===== config.mk =====
export PLATFORM = sky130hd
export DESIGN_NAME = priority_decoder_flat
export DESIGN_NICKNAME = d
export VERILOG_FILES = /design/src/rtl/priority_pkg.sv /design/src/rtl/priority_decoder_if.sv /design/src/rtl/code_fifo.sv /design/src/rtl/priority_decoder.sv /design/src/flat_wrapper.sv
export SDC_FILE = /design/constraint.sdc
export NUM_CORES = 1
export LEC_CHECK = 0
export CAP_MARGIN = 30
export CORE_UTILIZATION = 35
export CTS_BUF_LIST = sky130_fd_sc_hd__clkbuf_2
export DETAILED_ROUTE_END_ITERATION = 8
export GPL_TIMING_DRIVEN = 1
export PLACE_DENSITY_LB_ADDON = 0.08
export REMOVE_ABC_BUFFERS = 1
export SETUP_SLACK_MARGIN = 0.05
export SKIP_LAST_GASP = 1
export SYNTH_ARGS = -nofsm -noshare
export SYNTH_HDL_FRONTEND = slang
export SYNTH_HIERARCHICAL = 1
export SYNTH_SLANG_ARGS = --single-unit

===== constraint.sdc =====
create_clock -name clk -period 4.2 [get_ports clk]
set_input_delay 0.42 -clock clk [delete_from_list [all_inputs] [get_ports clk]]
set_output_delay 0.42 -clock clk [all_outputs]
set_load 0.01 [all_outputs]

===== src/rtl/priority_pkg.sv =====
// Shared types, widths and the code-to-grant helper for the priority decoder.
package priority_pkg;

   localparam int unsigned NUM_REQ = 7;
   localparam int unsigned CODE_W  = 3;
   localparam int unsigned COUNT_W = 16;

   typedef logic [CODE_W-1:0] code_t;

   typedef enum logic [1:0] {
      IDLE,
      GRANT,
      GAP
   } dec_state_t;

   // Code k maps to grant bit k; code 0 maps to no grant.
   function automatic logic [NUM_REQ:1] onehot7(input code_t code);
      logic [NUM_REQ:1] v;
      v = '0;
      for (int unsigned k = 1; k <= NUM_REQ; k++) begin
         v[k] = (code == CODE_W'(k));
      end
      return v;
   endfunction

endpackage


===== src/rtl/priority_decoder_if.sv =====
// Code-stream and grant bundle between the priority encoder side and the decoder.
interface priority_decoder_if;
   import priority_pkg::*;

   logic                 in_valid;
   code_t                in_code;
   logic                 in_ready;
   logic [NUM_REQ:1]     grant;
   logic                 busy;
   logic [COUNT_W-1:0]   grant_count;

   modport master (
      output in_valid, in_code,
      input  in_ready, grant, busy, grant_count
   );

   modport slave (
      input  in_valid, in_code,
      output in_ready, grant, busy, grant_count
   );

endinterface


===== src/rtl/code_fifo.sv =====
// Synchronous FIFO with occupancy count; push is allowed at full when a pop frees a slot.
module code_fifo #(
   parameter int unsigned WIDTH = 3,
   parameter int unsigned DEPTH = 4
) (
   input  logic             clk,
   input  logic             reset,
   input  logic             i_push,
   input  logic [WIDTH-1:0] i_data,
   input  logic             i_pop,
   output logic [WIDTH-1:0] o_data,
   output logic             o_full,
   output logic             o_empty
);

   localparam int unsigned PTR_W = (DEPTH > 1) ? $clog2(DEPTH) : 1;
   localparam int unsigned CNT_W = PTR_W + 1;

   logic [WIDTH-1:0] r_mem [DEPTH];
   logic [PTR_W-1:0] r_wr_ptr;
   logic [PTR_W-1:0] r_rd_ptr;
   logic [CNT_W-1:0] r_count;
   logic             w_do_push;
   logic             w_do_pop;

   assign o_full    = (r_count == CNT_W'(DEPTH));
   assign o_empty   = (r_count == '0);
   assign w_do_pop  = i_pop && !o_empty;
   assign w_do_push = i_push && (!o_full || w_do_pop);
   assign o_data    = r_mem[r_rd_ptr];

   // Pointers wrap naturally because DEPTH is a power of two.
   always_ff @(posedge clk) begin
      if (reset) begin
         r_wr_ptr <= '0;
         r_rd_ptr <= '0;
         r_count  <= '0;
      end else begin
         if (w_do_push) r_wr_ptr <= r_wr_ptr + PTR_W'(1);
         if (w_do_pop)  r_rd_ptr <= r_rd_ptr + PTR_W'(1);
         case ({w_do_push, w_do_pop})
            2'b10:   r_count <= r_count + CNT_W'(1);
            2'b01:   r_count <= r_count - CNT_W'(1);
            default: r_count <= r_count;
         endcase
      end
   end

   always_ff @(posedge clk) begin
      if (w_do_push) r_mem[r_wr_ptr] <= i_data;
   end

endmodule


===== src/rtl/priority_decoder.sv =====
// Replays queued priority codes as fixed-width one-hot grant pulses with a saturating grant count.
module priority_decoder
   import priority_pkg::*;
#(
   parameter int unsigned HOLD_CYCLES = 4,
   parameter int unsigned DEPTH       = 4
) (
   input  logic               clk,
   input  logic               reset,
   priority_decoder_if.slave  bus
);

   localparam int unsigned HOLD_W = 4;

   dec_state_t          r_state;
   dec_state_t          w_next_state;
   logic [HOLD_W-1:0]   r_hold;
   logic [NUM_REQ:1]    r_grant;
   logic [COUNT_W-1:0]  r_grant_count;
   logic                r_busy;
   logic                w_push;
   logic                w_pop;
   logic                w_full;
   logic                w_empty;
   code_t               w_head;

   // Code 0 completes the handshake but never enters the queue.
   assign bus.in_ready    = !w_full && !reset;
   assign w_push          = bus.in_valid && bus.in_ready && (bus.in_code != '0);
   assign bus.grant       = r_grant;
   assign bus.busy        = r_busy;
   assign bus.grant_count = r_grant_count;

   code_fifo #(
      .WIDTH (CODE_W),
      .DEPTH (DEPTH)
   ) u_fifo (
      .clk     (clk),
      .reset   (reset),
      .i_push  (w_push),
      .i_data  (bus.in_code),
      .i_pop   (w_pop),
      .o_data  (w_head),
      .o_full  (w_full),
      .o_empty (w_empty)
   );

   always_ff @(posedge clk) begin
      if (reset) r_state <= IDLE;
      else       r_state <= w_next_state;
   end

   always_comb begin
      w_next_state = r_state;
      w_pop        = 1'b0;
      unique case (r_state)
         IDLE: begin
            if (!w_empty) begin
               w_pop        = 1'b1;
               w_next_state = GRANT;
            end
         end
         GRANT:   if (r_hold == '0) w_next_state = GAP;
         GAP:     w_next_state = IDLE;
         default: w_next_state = IDLE;
      endcase
   end

   // Busy looks one state ahead so it tracks the FSM as a registered flag.
   always_ff @(posedge clk) begin
      if (reset) begin
         r_hold  <= '0;
         r_grant <= '0;
         r_busy  <= 1'b0;
      end else begin
         r_busy <= (w_next_state != IDLE) || !w_empty;
         if (w_pop) begin
            r_grant <= onehot7(w_head);
            r_hold  <= HOLD_W'(HOLD_CYCLES - 1);
         end else if (r_state == GRANT) begin
            if (r_hold == '0) r_grant <= '0;
            else              r_hold  <= r_hold - HOLD_W'(1);
         end
      end
   end

   always_ff @(posedge clk) begin
      if (reset) begin
         r_grant_count <= '0;
      end else if (w_pop && (r_grant_count != '1)) begin
         r_grant_count <= r_grant_count + COUNT_W'(1);
      end
   end

endmodule


===== src/flat_wrapper.sv =====
// flat-port wrapper written by rule: the top's interface ports become plain ports
module priority_decoder_flat import priority_pkg::*;
#(
   parameter int unsigned HOLD_CYCLES = 4,
   parameter int unsigned DEPTH       = 4
)
  (clk, reset, bus_in_valid, bus_in_code, bus_in_ready, bus_grant, bus_busy, bus_grant_count);
  priority_decoder_if bus_i ();
  input  logic clk;
  input  logic reset;
  input wire logic [$bits(bus_i.in_valid)-1:0] bus_in_valid;
  input wire logic [$bits(bus_i.in_code)-1:0] bus_in_code;
  output wire logic [$bits(bus_i.in_ready)-1:0] bus_in_ready;
  output wire logic [$bits(bus_i.grant)-1:0] bus_grant;
  output wire logic [$bits(bus_i.busy)-1:0] bus_busy;
  output wire logic [$bits(bus_i.grant_count)-1:0] bus_grant_count;
  assign bus_i.in_valid = bus_in_valid;
  assign bus_i.in_code = bus_in_code;
  assign bus_in_ready = bus_i.in_ready;
  assign bus_grant = bus_i.grant;
  assign bus_busy = bus_i.busy;
  assign bus_grant_count = bus_i.grant_count;
  priority_decoder #(.HOLD_CYCLES(HOLD_CYCLES), .DEPTH(DEPTH)) u_core (.clk(clk), .reset(reset), .bus(bus_i));
endmodule

; Word level (Yosys, flattened, before mapping)
; Memory sizes are Yosys's and may differ from the RTL's. A register that Yosys moved wholly into a read port is not among the register bits.
; Index checks and enable logic that the tools add are counted.
[classes]
n_bitwise = 1
eq_ne = 13
addsub = 6
mux = 16
n_reduce_logical = 23
[ops]
columns = operator, count
row1 = $mux 7, 3
row2 = $add 16x1->16 const B, 1
row3 = $ne 16x16->1 const B, 1
row4 = $eq 3x3->1 const B, 5
row5 = $mux 2, 7
row6 = $reduce_bool 2->1, 4
row7 = $eq 3x2->1 const B, 2
row8 = $logic_and 1x1->1, 6
row9 = $pmux 3 s2, 1
row10 = $reduce_and 2->1, 3
row11 = $add 2x1->2 const B, 2
row12 = $eq 2x1->1 const B, 2
row13 = $logic_not 4->1, 1
row14 = $mux 1, 4
row15 = $pmux 2 s2, 1
row16 = $sub 4x1->4 const B, 1
row17 = $add 3x1->3 const B, 1
row18 = $eq 3x1->1 const B, 1
row19 = $logic_not 1->1, 3
row20 = $logic_not 3->1, 1
row21 = $reduce_bool 3->1, 1
row22 = $sub 3x1->3 const B, 1
row23 = $eq 2x2->1 const B, 1
row24 = $logic_not 2->1, 1
row25 = 4 further kinds, 5
[word_totals]
out_inout_bits = 25
elab_cells = 69
input_bits = 6
memories = 1
ram_bits = 12
regBits = 37
[memory_table]
columns = name, words, word_bits, read_ports, rd_clocked_by_memory_dff, write_ports, line
row1 = u_core.u_fifo.r_mem, 4, 3, 1, 1, 1, code_fifo.sv:19  ; logic [WIDTH-1:0] r_mem [DEPTH];

; Depth between registers and ports, before layout
; Gate-level depths: netlist (run 1).
[logic_depth]
word_depth = 8
mapped_depth = 12
ltp_nobuf = 9

; Hierarchy
; The synthesis (run 1) kept the hierarchy.
[modules_own_cells]
columns = module, n_inst, area_per_inst_um2, seq_area_each_um2, cells_each
row1 = priority_decoder, 1, 1391.3, 600.6, 162
row2 = code_fifo, 1, 965.9, 540.5, 74

; Worst setup path after synthesis (run 1)
; Ideal clock, no wire load.
[synth_timing]
path_type = reg2reg
start = reg u_core.u_fifo.r_count[0]
end = reg u_core.u_fifo.r_count[2]
required_time_ns = 4.077
synth_period_minus_slack_ns = 3.116
n_path_buf = 3
stages_incl_launch_ff = 13
path_slack_ns = 1.084
t_arrival_ns = 2.993
cell_sequence = dfxtp_1 -> buf_6 -> nor3_1 -> or3_1 -> buf_2 -> inv_1 -> clkbuf_1 -> o31a_1 -> or2b_1 -> fa_1 -> nand2b_1 -> o31ai_1 -> mux2_1
[synth_between]
elab_chain_len = 8
elab_cells_between_ends = 18
classes_between = add/sub: 2 / eq/ne: 3 / mux: 3 / reduce/logical: 10
[synth_rtl]
columns = item, line
row1 = from (decl), code_fifo.sv:22  ; logic [CNT_W-1:0] r_count;
row2 = from (signal assigned), code_fifo.sv:42  ; 2'b10: r_count <= r_count + CNT_W'(1);
row3 = from (signal assigned), code_fifo.sv:43  ; 2'b01: r_count <= r_count - CNT_W'(1);
row4 = from (signal assigned), code_fifo.sv:44  ; default: r_count <= r_count;
row5 = $logic_not 3->1 *, code_fifo.sv:27  ; assign o_empty = (r_count == '0);
row6 = net u_core.w_empty, priority_decoder.sv:24  ; logic w_empty;
row7 = $mux 1 *, priority_decoder.sv:58  ; if (!w_empty) begin
row8 = $mux 1 *, priority_decoder.sv:56  ; unique case (r_state)
row9 = net u_core.w_pop, priority_decoder.sv:22  ; logic w_pop;
row10 = $logic_and 1x1->1 *, code_fifo.sv:28  ; assign w_do_pop = i_pop && !o_empty;
row11 = $logic_or 1x1->1, code_fifo.sv:29  ; assign w_do_push = i_push && (!o_full || w_do_pop);
row12 = $logic_and 1x1->1, code_fifo.sv:29
row13 = $eq 2x1->1 or $eq 2x2->1 (tied branches), code_fifo.sv:41  ; case ({w_do_push, w_do_pop})
row14 = $pmux 3 s2 or $reduce_bool 2->1 (tied branches), -
; The timed path passes the listed nets; every way through them passes the cells marked *.
; A chain may end at the register's enable or synchronous reset.

; Worst setup path in the final report (run 1)
[layout_timing]
start = reg u_core.u_fifo.r_count[0]
end = reg u_core.u_fifo.r_count[2]
[layout_between]
elab_chain_len = 8
elab_cells_between_ends = 18
classes_between = add/sub: 2 / eq/ne: 3 / mux: 3 / reduce/logical: 10
[layout_rtl]
columns = item, line
row1 = $logic_not 3->1 *, code_fifo.sv:27
row2 = net u_core.w_empty, priority_decoder.sv:24
row3 = $mux 1, priority_decoder.sv:58
row4 = $mux 1, priority_decoder.sv:56
row5 = $logic_and 1x1->1 *, code_fifo.sv:28
row6 = $logic_or 1x1->1, code_fifo.sv:29
row7 = $logic_and 1x1->1, code_fifo.sv:29
row8 = $eq 2x1->1 or $eq 2x2->1 (tied branches), code_fifo.sv:41
row9 = $pmux 3 s2 or $reduce_bool 2->1 (tied branches), -
; Marks and branches as above.

==> results of run 1 <==
==> final cells by class <==
| type | instances | area [sq um] |
|---|---|---|
| clock buffers | 5 | 25.02 |
| clock inverters | 3 | 15.01 |
| fillers | 631 | 3666 |
| inverters | 10 | 37.54 |
| multi-input cells | 164 | 1126 |
| flip-flops and latches | 51 | 1141 |
| well taps | 77 | 96.34 |
| repair buffers | 32 | 315.3 |
==> routing by layer <==
metal  vias up  routed length [um]
met1       872                2621
met5         -                   0
met4         0                  24
met3         2                 134
met2        21                2197
li1        927                   -
==> cell families after synthesis <==
logic type	after synthesis	share of synthesized area, %
simple gates	95	22.98
flops	51	48.41
compound gates	47	12.95
buf+inv	21	3.821
mux	8	5.201
xor+xnor	7	2.601
fa+ha+maj	7	4.034
==> power breakdown <==
part	switching [mW]	leakage [nW]	internal, mW	total (mW)
clock	0.156	0.0325	0.0385	0.195
sequential	0.00638	0.424	0.512	0.518
combinational	0.0387	0.462	0.0282	0.0670
==> state kept, by name, summed over array words and instances (netlist names), named ones only <==
signal and cells:
u_core/bus.grant_count 16, u_core/u_fifo/r_mem 12, u_core/bus.grant 7, u_core/r_hold 4, u_core/u_fifo/r_count 3, u_core/r_state 2
u_core/u_fifo/r_rd_ptr 2, u_core/u_fifo/r_wr_ptr 2, u_core/bus.busy 1
==> metrics by stage <==
step	hold WS, ns	util [%]	setup slack (ns)	total power [mW]	std cells
after floorplan	0.4500	-	1.224	0.5647	225
after global placement	0.4476	42.30	1.298	0.5947	334
after detailed placement	0.4497	42.30	1.253	0.5947	334
after CTS	0.4759	42.92	1.256	0.7946	342
after global routing	0.5147	42.92	1.051	0.8232	342
final	0.4694	42.92	1.228	0.7803	342
==> placed cells by master (no fill, tap or decap), types with 2 or more instances in the layout <==
cell	count
xor2_1	4
clkinv_2	3
clkdlybuf4s50_1	30
nor2_1	19
dfxtp_1	39
mux4_2	3
mux2_2	3
nand2b_1	3
and2_1	4
nand4_1	4
or3_1	8
a22oi_1	2
clkbuf_2	5
a32oi_1	4
a211oi_1	2
or4_1	5
nor3_1	8
a21oi_1	19
nand2_1	11
and3_1	4
or2_2	2
inv_1	10
xnor2_1	3
nor4_1	2
nor2b_1	5
o21ai_0	5
nand3_1	7
o31ai_1	8
ha_1	6
buf_4	2
edfxtp_1	12
nand3b_1	2
and4_1	4
==> worst max-delay path by stage <==
| stage | end | slack, ns | depth (start not counted) |
|---|---|---|---|
| after detailed placement | u_core/u_fifo/r_count[2]$_SDFFE_PP0P_ | 1.25 | 7 |
| after global routing | u_core/u_fifo/r_count[2]$_SDFFE_PP0P_ | 1.05 | 9 |
| after CTS | u_core/u_fifo/r_count[2]$_SDFFE_PP0P_ | 1.26 | 9 |
| after floorplan | u_core/u_fifo/r_count[2]$_SDFFE_PP0P_ | 1.22 | 9 |
| final | u_core/u_fifo/r_count[2]$_SDFFE_PP0P_ | 1.23 | 9 |
| after global placement | u_core/u_fifo/r_count[2]$_SDFFE_PP0P_ | 1.30 | 7 |
==> worst max-delay path, stage by stage, from the launching register on <==
cell and delay, ns:
dfxtp_1 0.56, nor3_1 0.12, or3_1 0.48, inv_1 0.13
o31a_1 0.24, or2b_1 0.26, fa_1 0.37, nand2b_1 0.15
o31ai_1 0.24, mux2_1 0.34
==> results_dict.tcl, run 1 <==
set metrics [dict create \
    status "finished, violations left" \
    violations "DRC" \
    hold-path-endpoint "u_core/bus.grant[7]$_SDFFE_PP0P_" \
    grt_pass1_wl_um 8424 \
    fp.dieH_um 84.07 \
    dp_hpwl_um 3342 \
    setup_viol 0 \
    use_met1_pct 20.57 \
    antenna_found_initial 0 \
    drt_iter0_drc 82 \
    syn_area_sq_um 2357 \
    cp-end-kind "register" \
    htree_levels 2 \
    viasPerCell 5.327 \
    dieWidth_um 84.07 \
    worstHoldStart "u_core/bus.grant[7]$_SDFFE_PP0P_" \
    rsz0062_at_grt "false" \
    p_per_area_nw_per_um2 283.1 \
    grtUsageMet3_pct 3.264 \
    synthArstFlopShare_pct 0 \
    netlist_top_cells_count "39 x dfxtp_1, 19 x a21oi_1, 19 x nor2_1, 12 x edfxtp_1, 11 x nand2_1" \
    rrSetupSlack_ns 1.23 \
    synth.largest_area_cell "dfxtp_1" \
    remaining_drc_errors 6 \
    firstDrtPassIters 6 \
    tns_ns 0 \
    ys_types 51 \
    core_sq_um 6422 \
    clk_pin_slew_ns 0.25 \
    syn2layout_area_growth_pct 16.93 \
    irDropWorstVdd_uv 139.2 \
    routedWlPerCell_um 14.56 \
    antenna_left 0 \
    syn_inst 236 \
    cts_tree "done" \
    clk_latency_ns 0.42 \
    ys.flop_type "dfxtp_1" \
    grt_use_met2_pct 23.03 \
    cts_root_buf "clkbuf_2" \
    slew_violations 0 \
    grt_overflow_total 0 \
    rr_startpoint "u_core/u_fifo/r_count[0]$_SDFFE_PP0P_" \
    path_class "reg2reg" \
    drt-total-wl_um 4978 \
    fmaxAchievable_mhz 336.4 \
    reg2reg_to "u_core/u_fifo/r_count[2]$_SDFFE_PP0P_" \
    synth_top_area_share_pct 33.12 \
    cp_max_fo 12 \
    cts_buffer_depth 2 \
    ctsHoldBuffers 0 \
    port_buffers 30 \
    synth-edff-count 12 \
    cts.repair.resized 0 \
    leakage_nw 0.9182 \
    io_pins 31 \
    worst_setup_path_start_kind "register" \
    post_cts_buffers 0 \
    gp_congestion 0.7672 \
    placed_area_sq_um 2716 \
    ys_warn_count 6 \
    grt_busiest_layer "met2" \
    clock-sinks 51 \
    yosysMostFrequentCell "dfxtp_1" \
    grt_max_degree 42 \
    relSlewSlack_pct 65.39 \
    ff2ff_path_depth 9 \
    grt_util_all_layers_pct 14.94 \
    finalHoldViolations 0 \
    diodes 0 \
    min_path_type "reg2reg" \
    min_period_ns 2.972 \
    arrival_ns 3.31 \
    yosysSeqAreaShare_pct 48.41 \
    fin_nets 277 \
    synth_area_per_cell_sq_um 9.988 \
    hold_depth 2 \
    fp-row-count 29 \
    synth_area_leaders "dfxtp_1 33%, edfxtp_1 15%, a21oi_1 4.0%" \
    initial_core_util_pct 36.70 \
    worstPathRequired_ns 4.54 \
    synth-seq-cells 51 \
    finalCritPeriodShare_pct 70.77 \
    maxCapViolCount 0 \
    fin_area_sq_um 2756 \
    clock-skew-final_ns 0.01371 \
    dieArea_sq_um 7067 \
    tightest_slew_ns 0.5191 \
    vias 1822 \
    drive_gt1_share_pct 7.925 \
    startpoint "u_core/u_fifo/r_count[0]$_SDFFE_PP0P_" \
    numCtsBuffers 5 \
    grt_pass1_vias 1756 \
]
Power figures use the tool's default switching activity.
==> inputs of run 2 (changes only) <==
==> constraint.sdc (replaced) <==
create_clock -name clk -period 3.1 [get_ports clk]
set_input_delay 0.31 -clock clk [delete_from_list [all_inputs] [get_ports clk]]
set_output_delay 0.31 -clock clk [all_outputs]
set_load 0.01 [all_outputs]
==> results_dict.tcl, run 2 (synthesis gave the netlist of run 1 again) <==
set metrics [dict create \
    status "finished, violations left" \
    violations "DRC" \
    maxCapViolCount 0 \
    fin_nets 279 \
    finalHoldViolations 0 \
    htree_levels 2 \
    cp-end-kind "register" \
    reg2reg_to "u_core/u_fifo/r_count[2]$_SDFFE_PP0P_" \
    multiInputGateArea_sq_um 1126 \
    antenna_found_initial 0 \
    fp-row-count 29 \
    cts_root_buf "clkbuf_2" \
    firstDrtPassIters 6 \
    ff2ff_path_depth 9 \
    leakage_nw 0.9232 \
    vias 1850 \
    min_period_ns 2.795 \
    ff_latch_area_sq_um 1141 \
    irDropWorstVdd_uv 193.7 \
    tightest_slew_ns 0.5902 \
    io_pins 31 \
    hold_depth 2 \
    diodes 0 \
    antenna_left 0 \
    initial_core_util_pct 36.70 \
    fillers 629 \
    arrival_ns 3.15 \
    cts.repair.resized 0 \
    clock-skew-final_ns 0.02858 \
    p_sw_share_pct 24.99 \
    viasPerCell 5.378 \
    pwr-share-seq_pct 66.8 \
    pwr-share-comb_pct 8.8 \
    fmaxAchievable_mhz 357.8 \
    grt_util_all_layers_pct 15.12 \
    most-common-layout-cells "39 x dfxtp_1, 30 x clkdlybuf4s50_1, 19 x nor2_1, 19 x a21oi_1, 12 x edfxtp_1" \
    clkPwrFrac_pct 24.4 \
    internal_power_mw 0.7879 \
    worstPathRequired_ns 3.46 \
    cp_max_fo 9 \
    remaining_drc_errors 6 \
    fp.dieH_um 84.07 \
    grt_max_degree 42 \
    drt_iter0_drc 57 \
    hold-path-endpoint "u_core/bus.grant[7]$_SDFFE_PP0P_" \
    port_buffers 30 \
    dp_hpwl_um 3415 \
    rr_startpoint "u_core/u_fifo/r_count[0]$_SDFFE_PP0P_" \
    final_util_pct 43.11 \
    rrSetupSlack_ns 0.31 \
    finalCritPeriodShare_pct 90.16 \
    syn2layout_area_growth_pct 17.46 \
    dieWidth_um 84.07 \
    rsz0062_at_grt "false" \
    routedWlPerCell_um 14.50 \
    clk_pin_slew_ns 0.25 \
    cts_tree "done" \
    clock-sinks 51 \
    dieArea_sq_um 7067 \
    clk_latency_ns 0.43 \
    core_sq_um 6422 \
    gp_congestion 0.7618 \
    grt_pass1_vias 1702 \
    path_class "reg2reg" \
    drive_gt1_share_pct 7.865 \
    post_cts_buffers 0 \
    numCtsBuffers 5 \
    mostFrequentLayoutCell "dfxtp_1" \
    drt-total-wl_um 4988 \
    grt_pass1_wl_um 8480 \
    ctsHoldBuffers 0 \
    slew_violations 0 \
    largest_reg_flops 16 \
    grt_overflow_total 0 \
    p_per_area_nw_per_um2 379.4 \
    min_path_type "reg2reg" \
    worstHoldStart "u_core/bus.grant[7]$_SDFFE_PP0P_" \
    power.net_switching_mw 0.2625 \
    worst_setup_path_start_kind "register" \
    tns_ns 0 \
    relSlewSlack_pct 60.65 \
    setup_viol 0 \
    cts_buffer_depth 2 \
]
[run 2: changes by cell type in the layout (fill, tap and decap cells not counted), sizes merged]
cell    change
buf         +2
clkbuf      +1
clkinv      -1
[run 2: final cells by class]
class,instances,area share [%]
Clock buffer,6,1.084
Clock inverter,2,0.2711
Inverter,10,1.356
Multi-Input combinational cell,164,40.67
Sequential cell,51,41.21
Tap cell,77,3.479
Timing Repair Buffer,34,11.93
[run 2: per-layer routing]
metal  up-vias  wire [um]  track usage [%]
li1        925          -                -
met1       888       2551            21.78
met2        33       2220            22.43
met3         4        160            3.363
met4         0         56            4.702
met5         -          0                0
[run 2: stage by stage]
stage | instance area [sq um] | std cells | hold slack (ns) | setup slack [ns] | power (mW)
2_1_floorplan | 2305 | 225 | 0.3791 | 0.1243 | 0.7651
3_3_place_gp | 2731 | 336 | 0.4516 | 0.4318 | 0.8081
3_5_place_dp | 2731 | 336 | 0.4507 | 0.3526 | 0.8078
4_1_cts | 2769 | 344 | 0.4768 | 0.3449 | 1.068
5_1_grt | 2769 | 344 | 0.5069 | 0.1794 | 1.105
6_report | 2769 | 344 | 0.4718 | 0.3051 | 1.050
[run 2: power groups by stage]
stage               clock network [mW]  logic (mW)  registers (mW)
floorplan                            0      0.0505           0.715
global placement                     0      0.0930           0.715
detailed placement                   0      0.0926           0.715
CTS                              0.272      0.0930           0.703
global route                     0.296       0.103           0.705
finish                           0.256      0.0923           0.702
[run 2: how the worst max path moves through the flow]
stage	startpoint	endpoint	cells after the start
after floorplan	u_core/u_fifo/r_count[0]$_SDFFE_PP0P_	u_core/u_fifo/r_count[2]$_SDFFE_PP0P_	9
after global placement	u_core/u_fifo/r_count[0]$_SDFFE_PP0P_	u_core/u_fifo/r_count[2]$_SDFFE_PP0P_	9
after detailed placement	u_core/u_fifo/r_count[0]$_SDFFE_PP0P_	u_core/u_fifo/r_count[2]$_SDFFE_PP0P_	9
after CTS	u_core/u_fifo/r_count[0]$_SDFFE_PP0P_	u_core/u_fifo/r_count[2]$_SDFFE_PP0P_	9
after global routing	u_core/u_fifo/r_count[0]$_SDFFE_PP0P_	u_core/u_fifo/r_count[2]$_SDFFE_PP0P_	9
final	u_core/u_fifo/r_count[0]$_SDFFE_PP0P_	u_core/u_fifo/r_count[2]$_SDFFE_PP0P_	9
[run 2: worst max-delay path, cell delays in order (launching register included)]
cell and delay, ns:
dfxtp_1 0.57, nor3_1 0.13, or3_1 0.35, inv_1 0.09, o31a_1 0.24, or2b_1 0.26
fa_1 0.37, nand2b_1 0.15, o31ai_1 0.23, mux2_1 0.35
